### src/rtl/phy_tx_pkg.sv
// Shared types and constants for the PHY transmit scheduler.
package phy_tx_pkg;

  typedef enum logic [1:0] {
    ST_DISABLED = 2'd0,
    ST_SYNC     = 2'd1,
    ST_RUN      = 2'd2
  } state_e;

  localparam logic [7:0]  IDLE_SYMBOL_DEF = 8'hBC;
  localparam int unsigned DATA_W          = 8;
  localparam int unsigned BURST_W         = 4;
  localparam int unsigned SYNC_W          = 8;

endpackage

### src/rtl/phy_rr_arb.sv
// Two-requester round-robin arbiter with a burst allowance for the current owner.
module phy_rr_arb
  import phy_tx_pkg::*;
#(
  parameter int unsigned MAX_BURST = 2
) (
  input  logic [1:0]         valid_i,
  input  logic               last_i,
  input  logic [BURST_W-1:0] burst_i,
  output logic [1:0]         grant_o
);

  logic keep_c;
  logic winner_c;

  // Owner keeps the lane only while it has an unfinished burst; otherwise the other side wins.
  always_comb begin
    keep_c   = (burst_i != '0) && (burst_i < BURST_W'(MAX_BURST));
    winner_c = keep_c ? last_i : ~last_i;
    grant_o  = 2'b00;
    case (valid_i)
      2'b01:   grant_o = 2'b01;
      2'b10:   grant_o = 2'b10;
      2'b11:   grant_o = winner_c ? 2'b10 : 2'b01;
      default: grant_o = 2'b00;
    endcase
  end

endmodule

### src/rtl/phy_tx_sched.sv
// Link scheduler: sync preamble after enable, then arbitrates two byte requesters onto one lane.
module phy_tx_sched
  import phy_tx_pkg::*;
#(
  parameter int unsigned SYNC_COUNT  = 4,
  parameter int unsigned MAX_BURST   = 2,
  parameter logic [7:0]  IDLE_SYMBOL = IDLE_SYMBOL_DEF
) (
  input  logic              clk_f,
  input  logic              reset,
  input  logic              enable,
  input  logic [DATA_W-1:0] data_in_0,
  input  logic              valid_in_0,
  output logic              ready_0,
  input  logic [DATA_W-1:0] data_in_1,
  input  logic              valid_in_1,
  output logic              ready_1,
  output logic [DATA_W-1:0] data_out,
  output logic              valid_out,
  output logic              sel_out,
  output logic              active_out
);

  state_e              state_q;
  logic [SYNC_W-1:0]   sync_cnt_q;
  logic [BURST_W-1:0]  burst_q;
  logic                last_q;
  logic [DATA_W-1:0]   data_q;
  logic                valid_q;
  logic                sel_q;
  logic                active_q;

  logic [1:0]          grant_c;
  logic                run_en_c;
  logic                xfer_c;
  logic                xfer_sel_c;

  phy_rr_arb #(
    .MAX_BURST (MAX_BURST)
  ) u_arb (
    .valid_i ({valid_in_1, valid_in_0}),
    .last_i  (last_q),
    .burst_i (burst_q),
    .grant_o (grant_c)
  );

  // Accepts only in RUN with enable still high; arbiter grants imply the matching valid.
  assign run_en_c   = (state_q == ST_RUN) && enable;
  assign ready_0    = run_en_c && grant_c[0];
  assign ready_1    = run_en_c && grant_c[1];
  assign xfer_c     = ready_0 || ready_1;
  assign xfer_sel_c = ready_1;

  // State and registered lane outputs; output registers track the state being entered.
  always_ff @(posedge clk_f or negedge reset) begin
    if (!reset) begin
      state_q    <= ST_DISABLED;
      sync_cnt_q <= '0;
      burst_q    <= '0;
      last_q     <= 1'b1;
      data_q     <= '0;
      valid_q    <= 1'b0;
      sel_q      <= 1'b0;
      active_q   <= 1'b0;
    end else begin
      valid_q <= 1'b0;
      sel_q   <= 1'b0;
      if (!enable) begin
        state_q    <= ST_DISABLED;
        sync_cnt_q <= '0;
        burst_q    <= '0;
        last_q     <= 1'b1;
        data_q     <= '0;
        active_q   <= 1'b0;
      end else begin
        case (state_q)
          ST_DISABLED: begin
            state_q    <= ST_SYNC;
            sync_cnt_q <= '0;
            burst_q    <= '0;
            last_q     <= 1'b1;
            data_q     <= IDLE_SYMBOL;
            active_q   <= 1'b0;
          end
          ST_SYNC: begin
            data_q <= IDLE_SYMBOL;
            if (sync_cnt_q == SYNC_W'(SYNC_COUNT - 1)) begin
              state_q  <= ST_RUN;
              active_q <= 1'b1;
            end else begin
              sync_cnt_q <= sync_cnt_q + SYNC_W'(1);
            end
          end
          ST_RUN: begin
            active_q <= 1'b1;
            if (xfer_c) begin
              data_q  <= xfer_sel_c ? data_in_1 : data_in_0;
              valid_q <= 1'b1;
              sel_q   <= xfer_sel_c;
              last_q  <= xfer_sel_c;
              if ((xfer_sel_c == last_q) && (burst_q != '0)) begin
                burst_q <= (burst_q >= BURST_W'(MAX_BURST)) ? BURST_W'(MAX_BURST)
                                                             : burst_q + BURST_W'(1);
              end else begin
                burst_q <= BURST_W'(1);
              end
            end else begin
              data_q  <= IDLE_SYMBOL;
              burst_q <= '0;
            end
          end
          default: begin
            state_q  <= ST_DISABLED;
            data_q   <= '0;
            active_q <= 1'b0;
          end
        endcase
      end
    end
  end

  assign data_out   = data_q;
  assign valid_out  = valid_q;
  assign sel_out    = sel_q;
  assign active_out = active_q;

endmodule

### config.mk
export PLATFORM = sky130hd
export DESIGN_NAME = phy_tx_sched
export DESIGN_NICKNAME = d
export VERILOG_FILES = /design/src/rtl/phy_tx_pkg.sv /design/src/rtl/phy_rr_arb.sv /design/src/rtl/phy_tx_sched.sv
export SDC_FILE = /design/constraint.sdc
export NUM_CORES = 1
export LEC_CHECK = 0
export ABC_AREA = 1
export CAP_MARGIN = 30
export CORE_MARGIN = 3
export CORE_UTILIZATION = 45
export DETAILED_ROUTE_END_ITERATION = 6
export PLACE_DENSITY = 0.8
export SLEW_MARGIN = 20
export SYNTH_ARGS = -nofsm -noshare
export SYNTH_HDL_FRONTEND = slang
export SYNTH_HIERARCHICAL = 1
export SYNTH_SLANG_ARGS = --single-unit
### constraint.sdc
create_clock -name clk_f -period 5 [get_ports clk_f]
set_input_delay 0.5 -clock clk_f [delete_from_list [all_inputs] [get_ports clk_f]]
set_output_delay 0.5 -clock clk_f [all_outputs]
set_load 0.02 [all_outputs]
==> results_dict.tcl <==
set metrics [dict create \
    status "finished, final reports clean" \
    max_slew_margin 0.489 \
    postPlaceCellArea_mm2 0.00194 \
    path_common_cell "clkdlybuf4s50_1" \
    post-place-ws_ns 1.95 \
    hold_path_end "active_out" \
    crit_required_ns 4.50 \
    fin_area_mm2 0.00197 \
    setup_ws_ns 1.93 \
    grt_first_pass_wirelength_um 5890 \
    final_antenna_net_count 0 \
    worst_slew_pin_slew_ns 0.763 \
    die_y_um 65.2 \
    drive_above_1_share 0.0810 \
    static-leakage-power_nw 1.00 \
    gp_congestion 0.861 \
    rsz0062_at_grt "false" \
    tritoncts "built" \
    drt-initial-drc-count 87 \
    synthCells 214 \
    synth-simple-area-share 0.392 \
    max_freq_mhz 325 \
    synth_area_mm2 0.00158 \
    yosysUniqueCellTypes 25 \
    antenna_found_initial 0 \
    synth_ff_type "dfrtp_1" \
    track_usage 0.175 \
    cts_sinks 26 \
    yosysWarnings 6 \
    n_antenna_cell 0 \
    detailed_place_hpwl_um 2520 \
    maxCapViolations 0 \
    final_core_util 0.616 \
    area_growth_pct 25.3 \
    critical_path_class "input pin to output pin" \
    layout_worst_path_cycle_share 0.615 \
    r2r-start "state_q[0]" \
    htreeDepth 1 \
    r2r-end "burst_q[1]" \
    setup_viol 0 \
    grt_pass1_vias 1305 \
    worstHoldStart "active_out" \
    post_cts_buffers 0 \
    syn_area_per_cell_um2 7.36 \
    start_util 0.492 \
    critPathMaxFanout 8 \
    io_pins 34 \
    grt_max_degree 27 \
    yosysSeqAreaShare 0.414 \
    drc 0 \
    synth_top_area_share 0.397 \
    viasPerCell 4.95 \
    power_density_mw_per_mm2 323 \
    ctsResizeCount 0 \
    nNetsFinal 278 \
    detail_route.wl_per_cell_um 11.5 \
    hold_viol_final 0 \
    cpPeakStageDelay_ns 0.65 \
    synthXorXnorAreaFrac 0 \
    cts_root_buf "clkbuf_4" \
    period_minus_slack_ns 3.07 \
    die_area_mm2 0.00425 \
    netlist_top_cells_area "dfrtp_1 40%, nand2_1 20%, ha_1 7.1%" \
    worstPathCellList "clkdlybuf4s50_1 -> inv_1 -> or2_1 -> nand2_1 -> clkinv_1 -> nor2_2 -> clkdlybuf4s50_1" \
    core_area_mm2 0.00320 \
    irDropWorstVdd_v 0.000168 \
    synthAdderAreaFrac 0.0715 \
    async_reset_ff_frac 1.00 \
    rows 20 \
    r2r_slack_ns 3.06 \
    routed_wirelength_um 3350 \
    final_cells 291 \
    total_power_mw 0.638 \
    portBuffers 33 \
    die_x_um 65.2 \
    synth_top_family_by_area "simple AND/OR/NAND/NOR gates" \
    cts_buffers 3 \
    crit_family "buffers and inverters" \
    dp_cells 287 \
    cp-end-kind "output pin" \
    first_pass_iters 4 \
    cts_hold_buf 0 \
    gr-total-overflow 0 \
    hold_slack_ns 0.500 \
    crit_buf_inv 4 \
    fin_skew_ns 0.00138 \
    synth_commonest_cells "84 x nand2_1, 25 x dfrtp_1, 19 x inv_1" \
    tns_ns 0 \
    yosysTopAreaCell "dfrtp_1" \
    synth_compound_area_frac 0.0461 \
    min_delay_path_depth 2 \
    startpoint_type "input pin" \
    synth_edf_count 0 \
    clk-insertion-delay-late_ns 0.32 \
    yosysMostFrequentCell "nand2_1" \
    cp_slowest_cell "clkdlybuf4s50_1" \
    path_clk_slew_ns 0.14 \
    ys_ff_latch 26 \
    clockBufferDepth 2 \
    path_depth 7 \
    cp.arrival_ns 2.57 \
    slew_violations 0 \
    num_vias 1439 \
    synth_fp_nets 244 \
    hold_path_class "flop to flop" \
    synth.area.mux_share 0 \
    r2r_cells 8 \
]
## cells by family after synthesis
kind of cell | after synthesis
fa+ha+maj | 9
flops | 26
compound gates | 12
simple gates | 138
buf+inv | 29
## registers in the layout, summed over array words and instances, names as in the netlist
register	flops
active_out	1
burst_q	4
data_out	8
last_q	1
sel_out	1
state_q	2
sync_cnt_q	8
valid_out	1
## worst max path at each step
stage,end,startpoint,slack [ns]
6_report,ready_1,valid_in_1,1.93
5_1_grt,ready_1,valid_in_1,1.80
4_1_cts,ready_1,valid_in_1,1.94
3_5_place_dp,ready_1,valid_in_1,1.95
3_3_place_gp,ready_1,valid_in_1,1.99
2_1_floorplan,ready_1,last_q,3.19
## per-layer routing
layer,global-route usage,share of wire,routed length (um),vias up
li1,-,-,-,750
met1,0.230,0.46,1530,635
met2,0.295,0.46,1540,49
met3,0.0308,0.072,241,5
met4,0.0518,0.011,38,0
met5,0,0,0,-
## worst register-to-register path, stage by stage (launching register included)
cell and delay, ns:
dfrtp_1 0.46, inv_1 0.13, ha_1 0.48, nand3_4 0.24
nand2_2 0.23, nand2_1 0.09, nor2_1 0.14, nand2_1 0.06
nand2_1 0.06
## power breakdown
group | internal (mW) | leakage (nW) | total [mW] | switching (mW)
clock | 0.0446 | 0.0210 | 0.108 | 0.0631
sequential | 0.247 | 0.348 | 0.269 | 0.0219
combinational | 0.106 | 0.631 | 0.261 | 0.155
## placed cells by master, fill, tap and decap left out, types with 2 or more instances in the layout
cell              n
clkdlybuf4s50_1  33
a211oi_1          2
o21bai_1          3
dfrtp_1          25
or2_2             2
nor2_2            3
nand2_1          84
inv_1            19
nor2_1           12
nand2_2           3
nand4_1          10
inv_2             4
or2_1             2
nand3_1          17
ha_1              9
clkbuf_4          3
a21oi_1           6
## cell type report
class,count,area [um^2]
multi-input combinational,159,803
sequential,26,652
fill,302,1230
inverter,24,90.1
clock buffer,4,36.3
tap,44,55.1
timing repair buffer,34,338
No activity file was read; power rests on OpenSTA's default activity.
